`src/rtl/video_pkg.sv`:
```
// Shared constants and source encodings for the DVI video path.
package video_pkg;

    localparam int unsigned H_PIXELS    = 800;
    localparam int unsigned V_LINES     = 600;
    localparam int unsigned PIXEL_WIDTH = 24;

    // ActiveSrc encodings double as the scheduler state encoding.
    typedef enum logic [1:0] {
        SRC_PATTERN = 2'd0,
        SRC_FEATURE = 2'd1,
        SRC_BLANK   = 2'd2
    } active_src_e;

    localparam logic [PIXEL_WIDTH-1:0] BLACK_PIXEL = 24'h000000;

endpackage

```
`src/rtl/pixel_position_counter.sv`:
```
// Raster x/y position tracker advancing on each pixel transfer, with a
// last-pixel flag, a one-cycle frame-done pulse and a wrapping frame count.
module pixel_position_counter #(
    parameter int unsigned H_PIXELS        = video_pkg::H_PIXELS,
    parameter int unsigned V_LINES         = video_pkg::V_LINES,
    parameter int unsigned FRAME_CNT_WIDTH = 16
) (
    input  logic                       i_clock,
    input  logic                       i_reset,
    input  logic                       i_transfer,
    output logic [9:0]                 o_pixel_x,
    output logic [9:0]                 o_pixel_y,
    output logic                       o_last_pixel,
    output logic                       o_frame_done,
    output logic [FRAME_CNT_WIDTH-1:0] o_frame_count
);

    localparam logic [9:0] X_LAST = 10'(H_PIXELS - 1);
    localparam logic [9:0] Y_LAST = 10'(V_LINES - 1);

    logic [9:0]                 r_x;
    logic [9:0]                 r_y;
    logic                       r_frame_done;
    logic [FRAME_CNT_WIDTH-1:0] r_frame_count;
    logic                       w_x_last;
    logic                       w_last_pixel;

    assign w_x_last     = (r_x == X_LAST);
    assign w_last_pixel = w_x_last && (r_y == Y_LAST);

    always_ff @(posedge i_clock or posedge i_reset) begin
        if (i_reset) begin
            r_x           <= 10'd0;
            r_y           <= 10'd0;
            r_frame_done  <= 1'b0;
            r_frame_count <= '0;
        end else begin
            r_frame_done <= i_transfer && w_last_pixel;
            if (i_transfer) begin
                if (w_x_last) begin
                    r_x <= 10'd0;
                    r_y <= w_last_pixel ? 10'd0 : r_y + 10'd1;
                end else begin
                    r_x <= r_x + 10'd1;
                end
                if (w_last_pixel) begin
                    r_frame_count <= r_frame_count + FRAME_CNT_WIDTH'(1);
                end
            end
        end
    end

    assign o_pixel_x     = r_x;
    assign o_pixel_y     = r_y;
    assign o_last_pixel  = w_last_pixel;
    assign o_frame_done  = r_frame_done;
    assign o_frame_count = r_frame_count;

endmodule

```
`src/rtl/video_source_scheduler.sv`:
```
// Frame-synchronous mux between the pattern generator, the feature output
// and a black frame; the source only changes on the last-pixel transfer.
module video_source_scheduler #(
    parameter int unsigned H_PIXELS        = video_pkg::H_PIXELS,
    parameter int unsigned V_LINES         = video_pkg::V_LINES,
    parameter int unsigned PIXEL_WIDTH     = video_pkg::PIXEL_WIDTH,
    parameter int unsigned FRAME_CNT_WIDTH = 16
) (
    input  logic                       clock,
    input  logic                       reset,
    input  logic                       SelReq,
    input  logic                       BlankReq,
    input  logic [PIXEL_WIDTH-1:0]     Src0Video,
    input  logic                       Src0Valid,
    output logic                       Src0Ready,
    input  logic [PIXEL_WIDTH-1:0]     Src1Video,
    input  logic                       Src1Valid,
    output logic                       Src1Ready,
    input  logic                       VideoReady,
    output logic                       VideoValid,
    output logic [PIXEL_WIDTH-1:0]     Video,
    output logic [1:0]                 ActiveSrc,
    output logic [9:0]                 PixelX,
    output logic [9:0]                 PixelY,
    output logic                       FrameStart,
    output logic                       FrameDone,
    output logic [FRAME_CNT_WIDTH-1:0] FrameCount
);

    import video_pkg::*;

    active_src_e            r_state;
    active_src_e            w_state_next;
    logic                   w_video_valid;
    logic [PIXEL_WIDTH-1:0] w_video;
    logic                   w_src0_ready;
    logic                   w_src1_ready;
    logic                   w_transfer;
    logic                   w_last_pixel;

    always_ff @(posedge clock or posedge reset) begin
        if (reset) begin
            r_state <= SRC_PATTERN;
        end else begin
            r_state <= w_state_next;
        end
    end

    always_comb begin
        w_state_next  = r_state;
        w_video_valid = 1'b0;
        w_video       = PIXEL_WIDTH'(BLACK_PIXEL);
        w_src0_ready  = 1'b0;
        w_src1_ready  = 1'b0;

        case (r_state)
            SRC_PATTERN: begin
                w_video_valid = Src0Valid;
                w_video       = Src0Video;
                w_src0_ready  = VideoReady;
            end
            SRC_FEATURE: begin
                w_video_valid = Src1Valid;
                w_video       = Src1Video;
                w_src1_ready  = VideoReady;
            end
            SRC_BLANK: begin
                w_video_valid = 1'b1;
            end
            default: begin
                w_state_next = SRC_PATTERN;
            end
        endcase

        // Handshake is held quiet for the whole time reset is asserted.
        if (reset) begin
            w_video_valid = 1'b0;
            w_video       = '0;
            w_src0_ready  = 1'b0;
            w_src1_ready  = 1'b0;
        end

        w_transfer = w_video_valid && VideoReady;

        if (w_transfer && w_last_pixel) begin
            if (BlankReq) begin
                w_state_next = SRC_BLANK;
            end else if (SelReq) begin
                w_state_next = SRC_FEATURE;
            end else begin
                w_state_next = SRC_PATTERN;
            end
        end
    end

    pixel_position_counter #(
        .H_PIXELS        (H_PIXELS),
        .V_LINES         (V_LINES),
        .FRAME_CNT_WIDTH (FRAME_CNT_WIDTH)
    ) u_position (
        .i_clock       (clock),
        .i_reset       (reset),
        .i_transfer    (w_transfer),
        .o_pixel_x     (PixelX),
        .o_pixel_y     (PixelY),
        .o_last_pixel  (w_last_pixel),
        .o_frame_done  (FrameDone),
        .o_frame_count (FrameCount)
    );

    assign VideoValid = w_video_valid;
    assign Video      = w_video;
    assign Src0Ready  = w_src0_ready;
    assign Src1Ready  = w_src1_ready;
    assign ActiveSrc  = r_state;
    assign FrameStart = (PixelX == 10'd0) && (PixelY == 10'd0);

endmodule

```
`config.mk`:
```
export PLATFORM = sky130hd
export DESIGN_NAME = video_source_scheduler
export DESIGN_NICKNAME = d
export VERILOG_FILES = /design/src/rtl/video_pkg.sv /design/src/rtl/pixel_position_counter.sv /design/src/rtl/video_source_scheduler.sv
export SDC_FILE = /design/constraint.sdc
export NUM_CORES = 1
export LEC_CHECK = 0
export CAP_MARGIN = 20
export CORE_UTILIZATION = 37
export CTS_BUF_LIST = sky130_fd_sc_hd__clkbuf_4
export CTS_CLUSTER_SIZE = 28
export DETAILED_ROUTE_END_ITERATION = 12
export PLACE_DENSITY = 0.87
export SYNTH_ARGS = -nofsm -noshare
export SYNTH_HDL_FRONTEND = slang
export SYNTH_SLANG_ARGS = --single-unit
```
`constraint.sdc`:
```
create_clock -name clock -period 1.9 [get_ports clock]
set_input_delay 0.19 -clock clock [delete_from_list [all_inputs] [get_ports clock]]
set_output_delay 0.19 -clock clock [all_outputs]
set_load 0.005 [all_outputs]
```
# Word-level counts from Yosys, hierarchy flattened
# Cells that the tools add are included.
[totals]
register_bits = 39
elab_cells = 37
output_inout_bits = 67
[classes]
n_reduce_logical = 10
add_sub_neg = 3
n_mux = 14
eq_ne = 5
[ops]
columns = ["cell", "count"]
rows = [
  ["24-bit one-hot mux with 2 select lines", 1],
  ["24-bit 2-to-1 mux", 1],
  ["10-bit by 1-bit adder with 10-bit output, second input constant", 2],
  ["10-bit == test, second input constant", 2],
  ["10-bit logical NOT", 2],
  ["10-bit 2-to-1 mux", 2],
  ["16-bit by 1-bit adder with 16-bit output, second input constant", 1],
  ["1-bit 2-to-1 mux", 6],
  ["2-bit 2-to-1 mux", 3],
  ["1-bit logical AND", 4],
  ["2-bit AND reduction", 2],
  ["1-bit one-hot mux with 3 select lines", 1],
  ["3-bit OR reduction", 1],
  ["2-bit by 1-bit == test with 1-bit output, second input constant", 1],
  ["2-bit == test, second input constant", 1],
  ["2-bit logical NOT", 1],
  ["2-bit by 1-bit inequality test with 1-bit output, second input constant", 1],
]

# Depth between registers and ports, before layout
# Gate-level depths: netlist (run 1).
[logic_depth]
word_depth = 6
ltp_mapped = 8
depth_no_buf = 6

# Hierarchy
# Synthesis (run 1) repeated with hierarchy kept, for this count alone.
[unflattened]
cells_unflattened = 266
area_unflattened_um2 = 2503.7
[modules_own_cells]
columns = ["mod", "cells_each", "area_per_inst_um2", "n_inst", "seq_area_each_um2"]
rows = [
  ["pixel_position_counter", 181, 1879.3, 1, 925.9],
  ["video_source_scheduler", 85, 624.3, 1, 50.0],
]

# Least setup slack after synthesis (run 1)
# No wires, ideal clock.
[synth_path]
kind = "reg-to-reg"
from = "reg u_position.r_y[0], in the netlist u_position.o_pixel_y[0]"
to = "reg u_position.r_frame_count[7], in the netlist u_position.o_frame_count[7]"
slack_ns = 0.037
synth_period_minus_slack_ns = 1.863
setup_time_ns = 0.126
arrival_ns = 1.737
stages_incl_launch_ff = 9
required_ns = 1.774
cell_sequence = "dfrtp_1 ha_1 and4_1 and3_1 clkbuf_2 and3_1 buf_4 and3_1 xor2_1"
[synth_between]
elab_chain_cells = 3
[synth_lines]
columns = ["element", "line", "source"]
rows = [
  ["start: declaration", "pixel_position_counter.sv:22", "logic [9:0] r_y;"],
  ["start signal: assignment", "pixel_position_counter.sv:42", "r_y <= w_last_pixel ? 10'd0 : r_y + 10'd1;"],
  ["10-bit == test", "pixel_position_counter.sv:29", "assign w_last_pixel = w_x_last && (r_y == Y_LAST);"],
  ["1-bit logical AND", "pixel_position_counter.sv:29", ""],
  ["2-bit AND reduction (no source line)", "n/a", ""],
  ["end signal: assignment", "pixel_position_counter.sv:47", "r_frame_count <= r_frame_count + FRAME_CNT_WIDTH'(1);"],
  ["end: declaration", "pixel_position_counter.sv:24", "logic [FRAME_CNT_WIDTH-1:0] r_frame_count;"],
]
# Every way passes these cells.
# A chain may end at the register's enable or synchronous reset.

# Worst setup path in the final report (run 1)
[layout_path]
from = "reg u_position.r_y[5], in the netlist u_position.o_pixel_y[5]"
to = "out FrameStart"
[layout_between]
elab_chain_cells = 2
[layout_lines]
columns = ["element", "line", "source"]
rows = [
  ["10-bit logical NOT", "video_source_scheduler.sv:116", "assign FrameStart = (PixelX == 10'd0) && (PixelY == 10'd0);"],
  ["1-bit logical AND", "video_source_scheduler.sv:116", ""],
  ["end: declaration", "video_source_scheduler.sv:25", "output logic FrameStart,"],
]
# Every way passes these cells.

==> results.json, run 1 <==
{
  "detail_route.vias_per_cell": 5.081,
  "floorplan.io_pins": 122,
  "grt_max_degree": 28,
  "num_vias": 2500,
  "layout_worst_path_cycle_share_pct": 99.75,
  "arrival_ps": 1710,
  "synth_top_family_by_area": "simple AND/OR/NAND/NOR gates",
  "clock_power_share_pct": 27.3,
  "path_max_fanout": 2,
  "series_of_cell_instances_along_the_critical_path": "nor4_2 -> buf_4 -> nand2_1 -> nor4b_2 -> and3_1 -> buf_2",
  "syn_area_um2": 2338,
  "placement.setup.worst_slack_ps": -127.8,
  "synth-xor-area-share_pct": 10.11,
  "firstDrtPassIters": 4,
  "post_synth_edffs": 0,
  "detail_route.iter0.violations": 66,
  "grt_util_overall_pct": 22.15,
  "slowest_stage": "dfrtp_1",
  "comb_power_share_pct": 28.9,
  "detail_placement_hpwl_um": 5522,
  "placedInstanceArea_um2": 3880,
  "internal_power_mw": 1.522,
  "ys_warn_count": 0,
  "synthMuxAreaShare_pct": 10.27,
  "synth_compound_gate_area_share_pct": 6.046,
  "wl_per_cell_um": 14.56,
  "route.final.wire_length_um": 7165,
  "critPathCaptureType": "output pin",
  "maxClockFrequency_mhz": 527.7,
  "synthesis.nets": 310,
  "sw_frac_of_total_pct": 27.55,
  "post_synthesis_instance_total": 250,
  "rows": 28,
  "postSynthRegisterBits": 39,
  "cp_bufs_invs": 2,
  "timing.critical_path.slowest_cell_delay_ps": 420,
  "final_period_minus_worst_setup_slack_ps": 1895,
  "cts_made_buffers": 5,
  "start_util_pct": 38.81,
  "yosysUniqueCellTypes": 37,
  "outcome": "complete, no violations",
  "clkTransAtPathRegs_ps": 130,
  "fin_area_um2": 4076,
  "clk_latency_ps": 360,
  "min_path_type": "primary input to asynchronous set/reset pin",
  "cp.required_ps": 1710,
  "timing.final.max_slew_violations": 0,
  "quantity_of_i_o_buffers_inserted_on_ports": 121,
  "flow.area_growth_from_synthesis_pct": 74.32,
  "postSynth.asyncResetShare_pct": 100.0,
  "leak_nw": 2.097,
  "clock_skew_ps": 13.93,
  "clock_sink_count": 39,
  "post_synth.cell_area_avg_um2": 9.354,
  "fillers": 490,
  "multi_input_area_um2": 1333,
  "num_antenna_cells": 0,
  "cts_buffer_depth": 2,
  "yosys.area_share.simple_pct": 25.25,
  "worst_pin_slew_ps": 387.3,
  "drv_cap": 0,
  "htree_num_levels": 2,
  "tritoncts": "built",
  "grt_overflow_total": 0,
  "dieWidth_um": 81.50,
  "total_of_endpoints_with_negative_setup_slack_in_the_final_report": 0,
  "cell_area_power_density_nw_per_um2": 515.3,
  "grt_pass1_vias": 2398,
  "nNetsFinal": 476,
  "ys.flop_type": "dfrtp_1",
  "number_of_antenna_violations_at_the_first_check_in_global_routing": 0,
  "post-route-util_pct": 67.65,
  "ant_nets": 0,
  "clock-root-buffer": "clkbuf_4",
  "drive_gt1_share_pct": 18.94,
  "placeableCoreArea_um2": 6026,
  "rsz0062_at_grt": "yes",
  "seqPwrFrac_pct": 43.8,
  "report.power.total_mw": 2.101,
  "final-hold-violation-count": 0,
  "max-vdd-ir-drop_mv": 0.3429,
  "wire_length_of_the_first_global_routing_pass_um": 11050,
  "fin_ws_ps": 4.845,
  "crit_family": "simple AND/OR/NAND/NOR gates",
  "die_area_um2": 6642,
  "timing.max_slew.rel_slack_pct": 73.94,
  "area_used_by_sequential_logic_in_the_layout_um2": 977.2,
  "yosys.area_share.adder_pct": 2.675,
  "path_class": "register to output pin",
  "r2r_setup_slack_ps": 80,
  "synth_seq_area_share_pct": 41.73,
  "p_switching_mw": 0.5789,
  "die_h_um": 81.50,
  "place_congestion": 0.8571,
  "drc": 0,
  "worst_setup_path_start_kind": "register"
}
[placed cells by master (no fill, tap or decap), types with 2 or more instances in the layout]
cell,Yosys,final
clkdlybuf4s50_1,0,93
nor2_1,43,43
buf_4,2,41
dfrtp_1,39,38
mux2i_1,24,24
dlygate4sd2_1,0,23
nand2_1,17,17
xor2_1,14,14
xnor2_1,13,13
nand3_1,13,12
inv_1,10,10
nand4_1,9,9
o21ai_0,8,8
and3_1,9,6
clkbuf_4,0,5
and4_1,5,4
ha_1,5,4
nand3b_1,3,3
and3_4,0,3
clkbuf_2,1,3
buf_6,1,3
nor3_2,1,2
and2_1,3,2
or3_1,2,2
o31ai_1,2,2
a31oi_1,2,2
or2_4,0,2
a21oi_1,2,2
nor3_1,3,2
buf_2,0,2
buf_12,0,2
[tightest hold or removal path, delay by kind of cell]
kind     cells  cell delay (ps)
buf+inv      4              910
[repair_timing]
action	in CTS	in global routing
resized for setup	52	11
endpoints found under the hold margin	0	0
gates cloned	1	0
hold buffers	0	0
endpoints found under the setup margin	36	25
setup buffers	6	5
pin swaps	4	6
[state kept, by name (all words and copies together) (netlist names)]
signal                    cells
u_position.o_frame_count     16
u_position.o_pixel_x         10
u_position.o_pixel_y         10
ActiveSrc                     2
u_position.o_frame_done       1
[layout make-up]
cell class	count	area share, %
clock buffers	5	0.9208
flip-flops and latches	39	23.97
clock inverters	3	1.074
repair buffers	168	38.12
well taps	75	2.302
inverters	10	0.9208
multi-input cells	192	32.69
[power groups by stage]
stage,registers [mW],clock network (mW),logic (mW)
4_1_cts,0.916,0.591,0.600
3_3_place_gp,0.927,0,0.573
5_1_grt,0.923,0.624,0.663
3_5_place_dp,0.933,0,0.597
6_report,0.920,0.574,0.606
2_1_floorplan,0.950,0,0.171
[synthesized netlist by cell type, types with 5 or more instances]
cell	instances	area [um2]
dfrtp_1	39	975.9
xor2_1	14	122.6
nor2_1	43	161.4
o21ai_0	8	40.04
xnor2_1	13	113.9
clkbuf_1	5	18.77
ha_1	5	62.56
inv_1	10	37.54
and4_1	5	43.79
nand2_1	17	63.81
nand3_1	13	65.06
mux2i_1	24	240.2
nand4_1	9	56.30
and3_1	9	56.30
[logic make-up after synthesis]
group                      Yosys count
muxes                               24
DFF                                 39
xor gates and xnor gates            27
and+or+nand+nor                    116
AOI/OAI and AO/OA                   19
adders and majority gates            5
buffers and inverters               20
[layer usage]
layer | global-route usage, % | vias to the layer above | routed length [um]
met5 | 0 | - | 0
met1 | 24.97 | 1174 | 2738
met4 | 7.857 | 0 | 96
met3 | 4.667 | 7 | 516
li1 | - | 1197 | -
met2 | 40.75 | 122 | 3814
[metrics by stage]
| stage | TNS, ps | hold slack, ps | instances |
|---|---|---|---|
| detailed placement | -2672 | 485.2 | 473 |
| finish | 0 | 371.3 | 492 |
| floorplan | 0 | 334.6 | 250 |
| global placement | -1999 | 462.9 | 473 |
| CTS | -41.85 | 352.8 | 488 |
| global route | -158.7 | 389.1 | 492 |
[worst paths after layout]
kind / from / end / depth (start not counted)
worst min register to register: u_position.o_frame_count[15] / u_position.o_frame_count[15] / 1
worst min-delay path: reset / u_position.o_frame_count[5] / 4
max in group asynchronous: reset / u_position.o_pixel_y[0] / 4
worst max register to register: u_position.o_pixel_x[0] / u_position.o_pixel_y[3] / 7
worst max-delay path: u_position.o_pixel_y[5] / FrameStart / 6
min in group clock: SelReq / ActiveSrc[0] / 3
No activity file was read; power rests on OpenSTA's default activity.
==> run 2: changes to the inputs <==
--- a/config.mk
+++ b/config.mk
@@ -5,12 +5,15 @@
 export SDC_FILE = /design/constraint.sdc
 export NUM_CORES = 1
 export LEC_CHECK = 0
+export ABC_AREA = 1
 export CAP_MARGIN = 20
-export CORE_UTILIZATION = 37
+export CORE_MARGIN = 2
+export CORE_UTILIZATION = 56
 export CTS_BUF_LIST = sky130_fd_sc_hd__clkbuf_4
 export CTS_CLUSTER_SIZE = 28
 export DETAILED_ROUTE_END_ITERATION = 12
-export PLACE_DENSITY = 0.87
+export DONT_BUFFER_PORTS = 1
+export PLACE_DENSITY = 0.82
 export SYNTH_ARGS = -nofsm -noshare
 export SYNTH_HDL_FRONTEND = slang
 export SYNTH_SLANG_ARGS = --single-unit
==> run 2 against run 1 <==
Against the previous run: first-iteration DRC count grew to 2.7 times the previous value; synthesized area is 23% higher; combinational power is 54% lower; sequential share of layout area is 8.3 points higher; sequential power is 14% higher; via count is 12% higher; routed wire length is 1.7% higher; clock power is 26% lower; count of clock-buffer cells in the layout is 1 higher; highest routed layer unchanged; cell area is 26% lower; critical endpoint is now Video[20].
==> results.json, run 2 <==
{
  "postSynth.asyncResetShare_pct": 100.0,
  "tritoncts": "built",
  "timing.critical_path.slowest_cell_delay_ps": 460,
  "detailroute.wirelength.met3_um": 528,
  "rsz0062_at_grt": "no",
  "post_synthesis_instance_total": 443,
  "detail_route.wirelength.met1_um": 3016,
  "wl_per_cell_um": 14.09,
  "final_period_minus_worst_setup_slack_ps": 1762,
  "cts_made_buffers": 5,
  "post-route-util_pct": 59.95,
  "synth_top_cell_by_area": "dfrtp_1",
  "htree_num_levels": 2,
  "hp-start": "BlankReq",
  "num_antenna_cells": 0,
  "wl_met2_um": 3653,
  "grt_util_overall_pct": 23.93,
  "ys_warn_count": 0,
  "critical_path.startpoint": "ActiveSrc[1]",
  "quantity_of_i_o_buffers_inserted_on_ports": 0,
  "flow.area_growth_from_synthesis_pct": 5.089,
  "commonest_non_fill_non_tap_cell_in_the_layout": "nand2_1",
  "maxClockFrequency_mhz": 567.5,
  "drv_cap": 0,
  "total_of_endpoints_with_negative_setup_slack_in_the_final_report": 0,
  "r2r_setup_slack_ps": 190,
  "path_max_fanout": 25,
  "synth_largest_type_area_fraction_pct": 33.93,
  "worst_setup_path_start_kind": "register",
  "nNetsFinal": 506,
  "detail_route.iter0.violations": 179,
  "ys.flop_type": "dfrtp_1",
  "max-vdd-ir-drop_mv": 0.3033,
  "number_of_antenna_violations_at_the_first_check_in_global_routing": 0,
  "synth_commonest_cells": "nand2_1, nor2_1, dfrtp_1, inv_1, nand3_1",
  "die_h_um": 75.67,
  "layout.cells.most_common_list": "nand2_1, nor2_1, dfrtp_1, inv_1, nand3_1",
  "post_synth.cell_area_avg_um2": 6.493,
  "grt_overflow_total": 0,
  "drc": 0,
  "grt_pass1_vias": 2340,
  "drive_gt1_share_pct": 8.054,
  "grt_max_degree": 40,
  "timing.max_slew.rel_slack_pct": 65.64,
  "leak_nw": 1.438,
  "place_congestion": 0.8921,
  "postSynthRegisterBits": 39,
  "crit_family": "flip-flops",
  "clock_skew_ps": 14.04,
  "rows": 26,
  "clock-root-buffer": "clkbuf_4",
  "arrival_ps": 1570,
  "detail_route.vias_per_cell": 5.406,
  "largest_reg_flops": 16,
  "fillers": 482,
  "series_of_cell_instances_along_the_critical_path": "inv_1 -> nand2_1 -> inv_4 -> nand2_1 -> a21oi_1",
  "route.final.wire_length_um": 7287,
  "cell_area_power_density_nw_per_um2": 578.7,
  "postCtsSetupBuffers": 0,
  "firstDrtPassIters": 5,
  "outcome": "complete, no violations",
  "yosysUniqueCellTypes": 28,
  "ys_top_cells_by_area": "dfrtp_1, nand2_1, nor2_1, inv_1, nand3_1",
  "synth_seq_area_share_pct": 33.93,
  "timing.final.max_slew_violations": 0,
  "dieWidth_um": 75.67,
  "fin_ws_ps": 137.8,
  "worst_r2r_startpoint": "u_position.o_pixel_x[1]",
  "start_util_pct": 57.05,
  "synth_most_common_cell": "nand2_1",
  "cp.required_ps": 1710,
  "clkTransAtPathRegs_ps": 110,
  "cp_bufs_invs": 2,
  "worst_pin_slew_ps": 515.4,
  "wire_length_of_the_first_global_routing_pass_um": 10540,
  "min_path_type": "primary input to register",
  "setup-tns-final_ps": 0,
  "layout_worst_path_cycle_share_pct": 92.75,
  "timing.critical_path.mode_cell": "nand2_1",
  "post_synth_edffs": 0,
  "ant_nets": 0,
  "clock_sink_count": 39,
  "final-hold-violation-count": 0,
  "placeableCoreArea_um2": 5042,
  "cts_buffer_depth": 2,
  "floorplan.io_pins": 122,
  "placement.setup.worst_slack_ps": 106.3,
  "die_area_um2": 5726,
  "synthesis.nets": 503,
  "clk_latency_ps": 340,
  "slowest_stage": "dfrtp_1",
  "top_signal_layer_used": "met4",
  "path_class": "register to output pin",
  "syn_area_um2": 2877,
  "num_vias": 2795,
  "critPathCaptureType": "output pin",
  "detail_placement_hpwl_um": 5498
}
## run 2: timing repair
action / in CTS / in global routing
hold buffers: 2 / 0
hold endpoints to repair: 40 / 0
endpoints found under the setup margin: 0 / 31
resized for setup: 0 / 4
## run 2: layout make-up
cell class / instances / area (um2) / share of cell area (%)
inverters: 44 / 167.7 / 5.546
clock buffers: 6 / 45.04 / 1.490
flip-flops and latches: 39 / 975.9 / 32.28
repair buffers: 10 / 80.08 / 2.649
clock inverters: 2 / 7.507 / 0.2483
well taps: 70 / 87.58 / 2.897
multi-input cells: 346 / 1659 / 54.88
## run 2: worst reg2reg max path, cell delays in order, from the launching register on
cell	delay, ps
dfrtp_1	440
ha_1	230
nand2_2	90
nor2_4	140
nand4_4	180
nor2_4	290
inv_1	110
nand2_1	70
nand2_1	50
## run 2: cells by family (layout without fill, tap and decap cells)
kind of cell               count (synthesis)  after routing  synth area share [%]
and+or+nand+nor                          284            284                 43.06
buffers and inverters                     58             62                 8.743
AOI/OAI and AO/OA                         41             41                 7.221
DFF                                       39             39                 33.93
xor gates and xnor gates                  16             16                 4.872
adders and majority gates                  5              5                 2.175
## run 2: through the flow
stage	area [um2]	total power [mW]	std cells	hold WS, ps
after floorplan	2877	1.243	443	304.3
after global placement	2938	1.317	507	247.7
after detailed placement	2938	1.334	507	258.4
after CTS	3010	1.763	517	51.12
after global routing	3023	1.864	517	70.22
final	3023	1.749	517	55.25
## run 2: path summary, 6_finish.rpt
path	cells past startpoint	to
worst max-delay path	5	Video[20]
worst min-delay path	3	ActiveSrc[0]
worst max register to register	8	u_position.o_pixel_y[4]
worst min register to register	2	u_position.o_frame_count[15]
max in group asynchronous	3	u_position.o_frame_count[3]
min in group asynchronous	3	u_position.o_pixel_x[1]
## run 2: routing by layer
metal | up-vias | track usage (%)
met3 | 12 | 5.291
met1 | 1270 | 28.80
met5 | - | 0
met2 | 122 | 43.38
li1 | 1391 | -
met4 | 0 | 5.848
## run 2: where the power goes
| group | switching [mW] | internal (mW) |
|---|---|---|
| Sequential | 0.152 | 0.898 |
| Combinational | 0.176 | 0.101 |
| Clock | 0.270 | 0.152 |
